[src/rtl/video_timing_pkg.sv]
// Shared types, default modes and the configuration legality check
// for the programmable video timing generator.
package video_timing_pkg;

   localparam int VT_XW = 12;
   localparam int VT_YW = 11;

   typedef struct packed {
      logic [VT_XW-1:0] h_active;
      logic [VT_XW-1:0] h_front;
      logic [VT_XW-1:0] h_sync;
      logic [VT_XW-1:0] h_back;
      logic [VT_YW-1:0] v_active;
      logic [VT_YW-1:0] v_front;
      logic [VT_YW-1:0] v_sync;
      logic [VT_YW-1:0] v_back;
      logic             hs_pol;
      logic             vs_pol;
   } vt_cfg_type;

   localparam vt_cfg_type VT_CFG_1366x768 = '{
      h_active: 12'd1366, h_front: 12'd70, h_sync: 12'd143, h_back: 12'd213,
      v_active: 11'd768,  v_front: 11'd3,  v_sync: 11'd5,   v_back: 11'd24,
      hs_pol:   1'b1,     vs_pol:  1'b1
   };

   localparam vt_cfg_type VT_CFG_TEST = '{
      h_active: 12'd8, h_front: 12'd2, h_sync: 12'd2, h_back: 12'd4,
      v_active: 11'd4, v_front: 11'd1, v_sync: 11'd1, v_back: 11'd2,
      hs_pol:   1'b1,  vs_pol:  1'b1
   };

   // ppc is a power of two, so alignment is a mask test on the OR of the fields.
   function automatic logic vt_cfg_check(input vt_cfg_type cfg, input int ppc);
      logic [VT_XW-1:0] mask;
      logic             nonzero;
      logic             aligned;
      mask    = VT_XW'(ppc - 1);
      nonzero = (cfg.h_active != '0) && (cfg.h_front != '0) &&
                (cfg.h_sync   != '0) && (cfg.h_back  != '0) &&
                (cfg.v_active != '0) && (cfg.v_front != '0) &&
                (cfg.v_sync   != '0) && (cfg.v_back  != '0);
      aligned = ((cfg.h_active | cfg.h_front | cfg.h_sync | cfg.h_back) & mask) == '0;
      return nonzero && aligned;
   endfunction

endpackage

[src/rtl/video_timing_axis.sv]
// One timing axis: a wrapping counter with active and sync region decode.
// Used once per clock for the horizontal axis and once per line for the vertical.
module video_timing_axis #(
   parameter int W = 14
) (
   input  logic         clk,
   input  logic         rst,
   input  logic         clear,
   input  logic         step,
   input  logic [W-1:0] last,
   input  logic [W-1:0] active_end,
   input  logic [W-1:0] sync_start,
   input  logic [W-1:0] sync_end,
   output logic [W-1:0] cnt,
   output logic         wrap,
   output logic         active,
   output logic         sync
);

   // NOTE: sequential state uses non-blocking assignments so every register
   // samples the pre-edge values of its neighbours.
   always_ff @(posedge clk or posedge rst) begin
      if (rst)
         cnt <= '0;
      else if (clear)
         cnt <= '0;
      else if (step)
         cnt <= wrap ? '0 : cnt + W'(1);
   end

   assign wrap   = (cnt == last);
   assign active = (cnt < active_end);
   assign sync   = (cnt >= sync_start) && (cnt < sync_end);

endmodule

[src/rtl/video_timing_gen.sv]
// Programmable video timing generator: shadowed run-time modes applied on
// frame boundaries, per-mode sync polarity, 1/2/4 pixels per clock.
module video_timing_gen
   import video_timing_pkg::*;
#(
   parameter int         PPC     = 1,
   parameter int         XBITS   = 12,
   parameter int         YBITS   = 11,
   parameter vt_cfg_type DEF_CFG = VT_CFG_1366x768
) (
   input  logic             i_clk,
   input  logic             i_rst,
   input  logic             i_enable,
   input  logic             i_cfg_valid,
   input  vt_cfg_type       i_cfg,
   output logic             o_cfg_pending,
   output logic             o_cfg_err,
   input  logic [YBITS-1:0] i_irq_line,
   output logic             o_hsync,
   output logic             o_vsync,
   output logic             o_de,
   output logic [XBITS-1:0] o_x,
   output logic [YBITS-1:0] o_y,
   output logic [23:0]      o_xy_total,
   output logic             o_frame_start,
   output logic             o_line_irq,
   output logic [15:0]      o_frame_cnt
);

   localparam int SH = $clog2(PPC);
   localparam int HW = VT_XW + 2;
   localparam int VW = VT_YW + 2;

   vt_cfg_type    cfg;
   vt_cfg_type    shadow;
   logic          run;
   logic          idle;
   logic          live;
   logic          boundary;
   logic          cfg_ok;
   logic          accept;
   logic          apply;

   logic [HW-1:0] h_act_end, h_sync_start, h_sync_end, h_last, hc;
   logic [VW-1:0] v_act_end, v_sync_start, v_sync_end, v_last, vc;
   logic          h_wrap, h_act, h_sync, v_wrap, v_act, v_sync;
   logic          de_d, hs_d, vs_d, first_d, irq_d;

   // Region boundaries in counter units (clocks horizontally, lines vertically).
   always_comb begin
      h_act_end    = HW'(cfg.h_active) >> SH;
      h_sync_start = (HW'(cfg.h_active) + HW'(cfg.h_front)) >> SH;
      h_sync_end   = (HW'(cfg.h_active) + HW'(cfg.h_front) + HW'(cfg.h_sync)) >> SH;
      h_last       = ((HW'(cfg.h_active) + HW'(cfg.h_front) + HW'(cfg.h_sync) +
                       HW'(cfg.h_back)) >> SH) - HW'(1);
      v_act_end    = VW'(cfg.v_active);
      v_sync_start = VW'(cfg.v_active) + VW'(cfg.v_front);
      v_sync_end   = VW'(cfg.v_active) + VW'(cfg.v_front) + VW'(cfg.v_sync);
      v_last       = VW'(cfg.v_active) + VW'(cfg.v_front) + VW'(cfg.v_sync) +
                     VW'(cfg.v_back) - VW'(1);
   end

   // run delays enable by one cycle so the first line starts from a settled hc = 0.
   assign idle = ~i_enable;
   assign live = i_enable & run;

   video_timing_axis #(.W(HW)) h_axis (
      .clk        (i_clk),
      .rst        (i_rst),
      .clear      (idle),
      .step       (live),
      .last       (h_last),
      .active_end (h_act_end),
      .sync_start (h_sync_start),
      .sync_end   (h_sync_end),
      .cnt        (hc),
      .wrap       (h_wrap),
      .active     (h_act),
      .sync       (h_sync)
   );

   video_timing_axis #(.W(VW)) v_axis (
      .clk        (i_clk),
      .rst        (i_rst),
      .clear      (idle),
      .step       (live & h_wrap),
      .last       (v_last),
      .active_end (v_act_end),
      .sync_start (v_sync_start),
      .sync_end   (v_sync_end),
      .cnt        (vc),
      .wrap       (v_wrap),
      .active     (v_act),
      .sync       (v_sync)
   );

   // NOTE: every signal driven here is fully assigned on every pass, so no
   // latch can be inferred.
   always_comb begin
      boundary = live & h_wrap & v_wrap;
      cfg_ok   = vt_cfg_check(i_cfg, PPC);
      accept   = i_cfg_valid & cfg_ok;
      apply    = o_cfg_pending & (idle | boundary);
      de_d     = live & h_act & v_act;
      hs_d     = live & h_sync;
      vs_d     = live & v_sync;
      first_d  = live & (hc == '0) & (vc == '0);
      irq_d    = live & (hc == '0) & (vc == VW'(i_irq_line)) & (VW'(i_irq_line) <= v_last);
   end

   // NOTE: the mode registers are reset to DEF_CFG because the counters decode
   // them straight out of reset; they are control state, not bulk storage.
   always_ff @(posedge i_clk or posedge i_rst) begin
      if (i_rst) begin
         cfg           <= DEF_CFG;
         shadow        <= DEF_CFG;
         o_cfg_pending <= 1'b0;
         o_cfg_err     <= 1'b0;
      end else begin
         o_cfg_err <= i_cfg_valid & ~cfg_ok;
         if (apply)
            cfg <= shadow;
         // A request landing on the apply cycle stays pending for the next boundary.
         if (accept) begin
            shadow        <= i_cfg;
            o_cfg_pending <= 1'b1;
         end else if (apply) begin
            o_cfg_pending <= 1'b0;
         end
      end
   end

   always_ff @(posedge i_clk or posedge i_rst) begin
      if (i_rst) begin
         run           <= 1'b0;
         o_de          <= 1'b0;
         o_hsync       <= ~DEF_CFG.hs_pol;
         o_vsync       <= ~DEF_CFG.vs_pol;
         o_x           <= '0;
         o_y           <= '0;
         o_xy_total    <= '0;
         o_frame_start <= 1'b0;
         o_line_irq    <= 1'b0;
         o_frame_cnt   <= '0;
      end else begin
         run           <= i_enable;
         o_de          <= de_d;
         o_hsync       <= ~(hs_d ^ cfg.hs_pol);
         o_vsync       <= ~(vs_d ^ cfg.vs_pol);
         o_x           <= de_d ? XBITS'(hc << SH) : '0;
         o_y           <= (live & v_act) ? YBITS'(vc) : '0;
         o_frame_start <= first_d;
         o_line_irq    <= irq_d;
         if (idle)
            o_xy_total <= '0;
         else if (de_d)
            o_xy_total <= first_d ? '0 : o_xy_total + 24'(PPC);
         if (boundary)
            o_frame_cnt <= o_frame_cnt + 16'd1;
      end
   end

endmodule

[config.mk]
export PLATFORM = sky130hd
export DESIGN_NAME = video_timing_gen
export DESIGN_NICKNAME = d
export VERILOG_FILES = /design/src/rtl/video_timing_pkg.sv /design/src/rtl/video_timing_axis.sv /design/src/rtl/video_timing_gen.sv
export SDC_FILE = /design/constraint.sdc
export NUM_CORES = 1
export LEC_CHECK = 0
export ABC_AREA = 1
export CAP_MARGIN = 40
export CORE_MARGIN = 2
export CORE_UTILIZATION = 63
export CTS_CLUSTER_DIAMETER = 40
export DETAILED_ROUTE_END_ITERATION = 16
export PLACE_DENSITY = 0.87
export SETUP_SLACK_MARGIN = 0.2
export SLEW_MARGIN = 15
export SYNTH_ARGS = -nofsm -noshare
export SYNTH_HDL_FRONTEND = slang
export SYNTH_SLANG_ARGS = --single-unit
[constraint.sdc]
create_clock -name i_clk -period 15 [get_ports i_clk]
set_clock_uncertainty 0.1 [all_clocks]
set_input_delay 3 -clock i_clk [delete_from_list [all_inputs] [get_ports i_clk]]
set_output_delay 3 -clock i_clk [all_outputs]
set_load 0.05 [all_outputs]
Word-level counts from Yosys, hierarchy flattened:

Cells that the tools add are included.

* order comparisons: 7
* multiplexer cells: 13
* add/subtract/negate cells: 12
* equality and inequality tests: 6
* reduce and logical (&&, ||, !) cells: 20
* bitwise operators: 22

Operators with widths (count)
* 2-to-1 mux 24 bit: 3
* nonzero test 12 bit: 4
* nonzero test 11 bit: 4
* 2-to-1 mux 14 bit: 3
* 2-to-1 mux 13 bit: 3
* adder 24 x 1 -> 24 bit (second input constant): 1
* adder 16 x 1 -> 16 bit (second input constant): 1
* AND 1 bit: 15
* adder 13 x 12 -> 14 bit: 1
* adder 14 x 1 -> 14 bit (second input constant): 1
* adder 14 x 12 -> 14 bit: 1
* == test 14 bit: 1
* >= comparator 14 x 13 -> 1 bit: 1
* zero test 14 bit: 1
* < comparator 14 x 12 -> 1 bit: 1
* < comparator 14 bit: 1
* subtractor 14 x 1 -> 14 bit (second input constant): 1
* adder 12 x 11 -> 13 bit: 1
* adder 12 x 12 -> 13 bit: 1
* adder 13 x 1 -> 13 bit (second input constant): 1
* adder 13 x 11 -> 13 bit: 1
* == test 13 x 11 -> 1 bit: 1
* == test 13 bit: 1
* >= comparator 13 x 12 -> 1 bit: 1
* other kinds (15): 30

* register bits after elaboration: 286
* output and inout port bits: 70
* word-level logic and storage cells: 114
* input bits: 109

Logic depth before layout (Yosys ltp):

Gate-level depths: netlist of run 1.

* depth in word-level cells: 11
* mapped depth: 39
* depth with buffers taken out: 37

By module:

A second synthesis of run 1 with hierarchy kept.

* cells, all modules: 2502
* area total of the unflattened synthesis: 18968.2 um^2

By module, submodules not included
* video_timing_gen: cells an instance 1868, instances 1, area each 14879.3 um^2, sequential area each 6553.8 um^2
* video_timing_axis at h_axis: cells an instance 327, instances 1, area each 2132.0 um^2, sequential area each 350.3 um^2
* video_timing_axis at v_axis: cells an instance 307, instances 1, area each 1956.9 um^2, sequential area each 325.3 um^2

Least setup slack after synthesis of run 1:

OpenSTA, ideal clock, no wires.

* kind: flip-flop to flip-flop
* start: reg cfg[84] in the netlist's numbering
* end: reg o_frame_cnt[4]
* required time: 14.780 ns
* stages on the path, launching flop included: 32
* setup time: 0.120 ns
* path slack: 9.636 ns
* buffers on the path: 0
* period minus slack after synthesis: 5.364 ns
* arrival time: 5.144 ns
* path through: dfstp_2 > ha_1 > nand3_1 > and2_1 > o21ai_0 > nand2_1 > nand2_1 > a21oi_1 > o21ai_0 > xor2_1 > inv_1 > ha_1 > nand2_1 > inv_1 > a21oi_1 > nand3_1 > or2_2 > nand2_1 > inv_1 > or2_2 > ha_1 > inv_1 > nor3_1 > o21ai_0 > nand3_1 > xor2_1 > xor2_1 > nand4_1 > nor2_1 > nand2_1 > nand2_1 > nand2_1

* word-level cells in the longest chain between the ends: 7

RTL lines
* start: declaration: line video_timing_gen.sv:34 `vt_cfg_type cfg;`
* start signal: assignment: line video_timing_gen.sv:122 `cfg <= shadow;`
* adder 12 x 12 -> 13 bit: line video_timing_gen.sv:54 `h_last = ((HW'(cfg.h_active) + HW'(cfg.h_front) + HW'(cfg.h_sync) +`
* adder 13 x 12 -> 14 bit: line video_timing_gen.sv:54
* adder 14 x 12 -> 14 bit: line video_timing_gen.sv:54
* subtractor 14 x 1 -> 14 bit: line video_timing_gen.sv:55 `HW'(cfg.h_back)) >> SH) - HW'(1);`
* == test 14 bit: line video_timing_axis.sv:31 `assign wrap = (cnt == last);`
* AND 1 bit (2 in series): line video_timing_gen.sv:100 `boundary = live & h_wrap & v_wrap;`
* end signal: assignment: line video_timing_gen.sv:159 `o_frame_cnt <= o_frame_cnt + 16'd1;`
* end: declaration: line video_timing_gen.sv:27 `output logic [15:0] o_frame_cnt`

No other way between the ends.
A chain may end at the register's enable or synchronous reset.

Worst setup path after layout of run 1:

* start: reg cfg[84] in the netlist's numbering
* end: reg cfg[70] in the netlist's numbering

* word-level cells in the longest chain between the ends: 9

RTL lines
* adder 12 x 12 -> 13 bit: line video_timing_gen.sv:54
* adder 13 x 12 -> 14 bit: line video_timing_gen.sv:54
* adder 14 x 12 -> 14 bit: line video_timing_gen.sv:54
* subtractor 14 x 1 -> 14 bit: line video_timing_gen.sv:55
* == test 14 bit: line video_timing_axis.sv:31
* AND 1 bit (2 in series): line video_timing_gen.sv:100
* bitwise OR 1 bit: line video_timing_gen.sv:103 `apply = o_cfg_pending & (idle | boundary);`
* AND 1 bit: line video_timing_gen.sv:103

No other way between the ends.

==> flow_metrics.env, run 1 <==
export IMPL_initial_core_util_pct=64.0
export IMPL_syn_inst=2537
export IMPL_routed_via_density=5.74
export IMPL_async_flop_share_pct=100
export IMPL_crit_buf_inv=8
export IMPL_drtIter0Drc=1612
export IMPL_start_kind="flop"
export IMPL_core_area_sq_um=29700
export IMPL_syn2layout_area_growth_pct=19.1
export IMPL_cts_tree="done"
export IMPL_gp_congestion=0.940
export IMPL_endpoint_kind="flop"
export IMPL_synth_edf_count=0
export IMPL_hold_slack_ps=363
export IMPL_critPathArrivalTime_ps=7850
export IMPL_hold_start="cfg[48]"
export IMPL_yosys_warnings=0
export IMPL_fmax_ghz=0.132
export IMPL_r2r_start="cfg[84]"
export IMPL_rsz0062_at_grt="false"
export IMPL_die_w_um=178
export IMPL_dr_pass1_iters=9
export IMPL_cts_sinks=286
export IMPL_cts_resized=0
export IMPL_holdBufCountCts=0
export IMPL_hold_path_class="flop to flop"
export IMPL_max_slew_margin_pct=46.8
export IMPL_synth_nets=2826
export IMPL_drive_gt1_share_pct=6.36
export IMPL_slowest_delay_ps=650
export IMPL_syn_mean_instance_area_sq_um=7.50
export IMPL_cap_violations=0
export IMPL_final_setup_tns_ps=0
export IMPL_io_pins=179
export IMPL_port_buffers=178
export IMPL_startpoint="cfg[84]"
export IMPL_fillers=2137
export IMPL_grt_antenna_before_repair=4
export IMPL_rows=63
export IMPL_final_util_pct=76.3
export IMPL_syn_area_sq_um=19000
export IMPL_nets=2994
export IMPL_netlist_cell_type_count=51
export IMPL_required_ps=15300
export IMPL_outcome="finished clean"
export IMPL_ys_flop_type="dfrtp_1"
export IMPL_wl_per_cell_um=16.9
export IMPL_routed_via_count=18000
export IMPL_grt_usage_pct=33.9
export IMPL_die_area_sq_um=31600
export IMPL_clk_insertion_delay_late_ps=540
export IMPL_cp_slowest_cell="buf_4"
export IMPL_critical_path_max_fanout=80
export IMPL_globalRouteOverflowTotal=0
export IMPL_grt_pass1_wl_um=85600
export IMPL_ant_nets=0
export IMPL_clk_pin_slew_ps=60
export IMPL_postRouteWirelength_um=52800
export IMPL_grt_max_degree=109
export IMPL_postCtsSetupRepairBufs=0
export IMPL_critPathKind="flop to flop"
export IMPL_clockRootBuffer="clkbuf_16"
export IMPL_place_hpwl_um=38600
export IMPL_setup_viol=0
export IMPL_ir_drop_uv=106
export IMPL_cts_buffer_depth=3
export IMPL_grt_pass1_vias=17400
export IMPL_p_leak_nw=11.6
export IMPL_p_per_area_nw_per_um2=198
export IMPL_hold_viol_final=0
export IMPL_numCtsBuffers=41
export IMPL_slew_viol_final=0
export IMPL_h_tree_depth=2
export IMPL_period_share_pct=50.3
export IMPL_cp_common_cell="nand2_1"
export IMPL_crit_family="simple AND/OR/NAND/NOR gates"
export IMPL_die_y_um=178
export IMPL_yosysSeqAreaShare_pct=38.0
export IMPL_fin_crit_ps=7550
export IMPL_synth_seq_cells=286
export IMPL_tightest_slew_ps=799
export IMPL_drc=0
## placed cells by master, fill, tap and decap left out, types with 5 or more instances in the layout
master,n
nor4_1,23
dfstp_2,58
inv_1,378
nand2_2,5
xor2_1,67
nand2_1,709
o21ai_0,147
nand4_1,64
clkbuf_16,43
o21bai_1,12
bufinv_16,6
a31oi_1,7
nor2_1,143
clkinvlp_4,5
or2_2,6
nand3b_1,5
o22ai_1,14
nand3_1,234
inv_6,7
xnor2_1,29
dfrtp_1,227
nor3_1,32
buf_4,12
fa_1,6
clkdlybuf4s50_1,178
clkbuf_1,5
a21oi_1,77
o211ai_1,7
ha_1,174
## worst paths after layout
path | slack [ps] | depth (start not counted) | end
setup / recovery | 7450 | 39 | cfg[70]
hold / removal | 360 | 2 | cfg[48]
setup reg to reg | 7450 | 39 | cfg[70]
hold reg to reg | 360 | 2 | cfg[48]
max in group asynchronous | 10630 | 5 | o_xy_total[6]
min in group asynchronous | 2750 | 2 | shadow[87]
## layout make-up
type / count / area, sq um / share of cell area, %
diodes: 2 / 5.00 / 0.0221
clock buffers: 52 / 1150 / 5.07
clock inverters: 24 / 329 / 1.45
inverters: 387 / 1460 / 6.44
multi-input cells: 1793 / 10000 / 44.1
flip-flops and latches: 286 / 7230 / 31.9
well taps: 390 / 488 / 2.15
repair buffers: 196 / 2010 / 8.86
## worst reg2reg max path: cells and delay by family, from the launching register on
family | cells | cell delay [ps]
adders and majority gates | 3 | 750
buffers and inverters | 8 | 1440
xor gates and xnor gates | 1 | 220
DFF | 1 | 550
AOI/OAI and AO/OA | 4 | 750
and+or+nand+nor | 23 | 3600
## Yosys cell counts, types with 5 or more instances
cell / n / area (sq um)
xnor2_1: 29 / 254
o21ai_0: 147 / 736
buf_2: 9 / 45.0
nor2_1: 143 / 537
dfstp_2: 58 / 1520
o21bai_1: 12 / 90.1
or2_2: 6 / 37.5
buf_4: 6 / 45.0
nor4_1: 23 / 144
a21oi_1: 77 / 385
nand3_1: 235 / 1180
ha_1: 174 / 2180
nand2_2: 5 / 31.3
nand4_1: 64 / 400
nand2_1: 709 / 2660
clkbuf_1: 45 / 169
a31oi_1: 7 / 43.8
nand3b_1: 5 / 37.5
dfrtp_1: 228 / 5710
nor3_1: 32 / 160
xor2_1: 67 / 587
buf_6: 8 / 90.1
o211ai_1: 7 / 52.6
fa_1: 6 / 120
inv_1: 379 / 1420
o22ai_1: 14 / 87.6
## metal layers
| metal | global-route usage [%] | part of all wire (%) |
|---|---|---|
| met3 | 6.71 | 8.4 |
| met1 | 44.3 | 42 |
| met2 | 55.7 | 46 |
| met4 | 12.5 | 3.5 |
| met5 | 0 | 0.044 |
## cells by family (layout without fill, tap and decap cells)
kind of cell	after synthesis	after routing	share of synthesized area (%)
AO/OA/AOI/OAI	285	285	8.24
XOR/XNOR	96	96	4.42
adder cells (fa/ha/maj)	180	180	12.1
buffers and inverters	458	659	9.53
flip-flops	286	286	38.0
other	0	2	0
AND/OR/NAND/NOR	1232	1232	27.8
## where the power goes
| group | internal [mW] | total [mW] | switching (mW) | leakage (nW) |
|---|---|---|---|---|
| clock | 0.656 | 1.03 | 0.375 | 0.710 |
| sequential | 0.851 | 0.904 | 0.0536 | 3.56 |
| combinational | 0.922 | 2.56 | 1.64 | 7.34 |
## stage by stage
stage | setup slack [ps] | total power [mW] | instance area, sq um | instances
3_3_place_gp | 7850 | 3.35 | 21000 | 3045
2_1_floorplan | 4100 | 2.85 | 19000 | 2537
4_1_cts | 7590 | 4.46 | 22600 | 3125
6_report | 7450 | 4.50 | 22700 | 3130
5_1_grt | 6740 | 4.92 | 22700 | 3128
3_5_place_dp | 7660 | 3.42 | 21100 | 3049
## flip-flops by register name, summed over array words and instances, names as in the netlist
name / count
cfg: 94
shadow: 94
o_xy_total: 24
o_frame_cnt: 16
h_axis.cnt: 14
v_axis.cnt: 13
o_x: 12
o_y: 11
o_cfg_err: 1
o_cfg_pending: 1
o_de: 1
o_frame_start: 1
o_hsync: 1
o_line_irq: 1
o_vsync: 1
run: 1
Power figures use the tool's default switching activity.
==> run 2: changes to the inputs <==
Settings changed: CORE_UTILIZATION 63 to 53, PLACE_DENSITY 0.87 to 0.78.
Clock period 15 ns to 6.6 ns, I/O delays scaled along.
==> run 2 against run 1 <==
Effect of this change: sequential power increased by 130%; non-clock buffer count increased by 10; sequential cell count unchanged; total power increased by 120%; clock-buffer cell count unchanged; critical path type unchanged; wire length decreased by 1.9%; worst setup slack got worse by 6800 ps; via count decreased by 2.4%; largest cell class unchanged; die area increased by 18%.
==> flow_metrics.env, run 2 (synthesis results as in run 1) <==
export IMPL_outcome="finished clean"
export IMPL_final_setup_tns_ps=0
export IMPL_postRouteWirelength_um=51700
export IMPL_place_ws_ps=367
export IMPL_setup_viol=0
export IMPL_cts_tree="done"
export IMPL_gp_congestion=0.920
export IMPL_p_leak_nw=11.6
export IMPL_grt_usage_pct=27.1
export IMPL_core_area_sq_um=35500
export IMPL_die_area_sq_um=37400
export IMPL_grt_antenna_before_repair=0
export IMPL_cts_buffer_depth=3
export IMPL_crit_buf_inv=9
export IMPL_nets=3004
export IMPL_cp_slowest_cell="dfstp_2"
export IMPL_die_w_um=193
export IMPL_slew_viol_final=0
export IMPL_start_kind="flop"
export IMPL_clockRootBuffer="clkbuf_16"
export IMPL_clk_insertion_delay_late_ps=540
export IMPL_critPathArrivalTime_ps=6250
export IMPL_cts_sinks=286
export IMPL_period_share_pct=89.8
export IMPL_required_ps=6920
export IMPL_holdBufCountCts=0
export IMPL_wl_per_cell_um=16.1
export IMPL_final_cell_mix="708 x nand2_1, 377 x inv_1, 233 x nand3_1, 227 x dfrtp_1, 178 x clkdlybuf4s50_1"
export IMPL_diodes=0
export IMPL_grt_pass1_vias=17200
export IMPL_globalRouteOverflowTotal=0
export IMPL_drive_gt1_share_pct=6.99
export IMPL_endpoint_kind="flop"
export IMPL_critical_path_max_fanout=24
export IMPL_tightest_slew_ps=822
export IMPL_ir_drop_uv=274
export IMPL_slowest_delay_ps=550
export IMPL_h_tree_depth=2
export IMPL_layout_setup_ws_ps=673
export IMPL_dr_pass1_iters=5
export IMPL_drc=0
export IMPL_hold_path_class="flop to flop"
export IMPL_reg_largest_list="cfg: 94 flops, shadow: 94 flops, o_xy_total: 24 flops"
export IMPL_max_slew_margin_pct=45.2
export IMPL_cap_violations=0
export IMPL_numCtsBuffers=41
export IMPL_routed_via_count=17500
export IMPL_die_y_um=193
export IMPL_fin_crit_ps=5930
export IMPL_clk_pin_slew_ps=60
export IMPL_rows=69
export IMPL_drtIter0Drc=1134
export IMPL_port_buffers=178
export IMPL_cp_common_cell="nand2_1"
export IMPL_fmax_ghz=0.169
export IMPL_crit_family="simple AND/OR/NAND/NOR gates"
export IMPL_io_pins=179
export IMPL_grt_pass1_wl_um=84800
export IMPL_critPathKind="flop to flop"
export IMPL_p_per_area_nw_per_um2=438
export IMPL_rsz0062_at_grt="false"
export IMPL_fillers=3013
export IMPL_grt_max_degree=134
export IMPL_final_common_cell="nand2_1"
export IMPL_syn2layout_area_growth_pct=20.1
export IMPL_hold_viol_final=0
export IMPL_initial_core_util_pct=53.6
export IMPL_routed_via_density=5.46
export IMPL_place_hpwl_um=37800
export IMPL_ant_nets=0
[run 2: changes by cell type in the layout (fill, tap and decap cells not counted), moves of 2 or more]
cell / previous run / this run
buf_4: 12 / 19
bufinv_16: 6 / 2
clkbuf_16: 43 / 46
clkinv_4: 2 / 4
clkinvlp_4: 5 / 7
diode_2: 2 / 0
nor3_1: 32 / 30
nor3_2: 0 / 2
o21ai_0: 147 / 145
[run 2: area by class of cell]
| cell class | instances | area, sq um | share of cell area [%] |
|---|---|---|---|
| Clock buffer | 52 | 1160 | 5.08 |
| Clock inverter | 22 | 225 | 0.986 |
| Inverter | 387 | 1460 | 6.37 |
| Tap cell | 461 | 577 | 2.52 |
| Sequential cell | 286 | 7230 | 31.6 |
| Timing Repair Buffer | 206 | 2130 | 9.34 |
| Multi-Input combinational cell | 1793 | 10100 | 44.1 |
[run 2: worst paths after layout]
check | start | slack (ps) | endpoint | cells after the start
max in group asynchronous | i_rst | 4140 | h_axis.cnt[0] | 4
min in group asynchronous | i_rst | 980 | shadow[68] | 2
max | cfg[71] | 670 | cfg[39] | 37
min reg2reg | cfg[6] | 360 | cfg[6] | 2
max reg2reg | cfg[71] | 670 | cfg[39] | 37
min | cfg[6] | 360 | cfg[6] | 2
[run 2: worst min-delay path, delay by kind of cell (launching register included)]
kind | cells | cell delay, ps
simple gates | 2 | 90
flops | 1 | 360
[run 2: timing repair]
item                       in CTS  in global routing
setup endpoints to repair       0                123
gates resized for setup         0                 16
setup buffers                   0                  6
[run 2: metrics by stage]
stage                     hold WS [ps]  power, mW  instance area [sq um]  util, %  cells
after floorplan                    342       6.47                  19000        -   2537
after global placement             353       7.48                  21200     59.7   3120
after detailed placement           355       7.67                  21300     59.9   3123
after CTS                          362       9.91                  22600     63.8   3197
after global routing               383       11.0                  22800     64.4   3207
final                              361       10.0                  22800     64.4   3207
[run 2: report_power, final]
part	leakage [nW]	internal [mW]	total, mW	switching (mW)
clock	0.663	1.34	2.19	0.847
combinational	7.41	2.12	5.76	3.64
sequential	3.56	1.93	2.05	0.116
[run 2: routing by layer]
metal	GRT usage (%)	wire, um	vias up
li1	-	-	8596
met1	37.6	23400	8241
met2	44.2	23600	584
met3	3.56	3100	104
met4	8.71	1640	0
met5	0	0	-
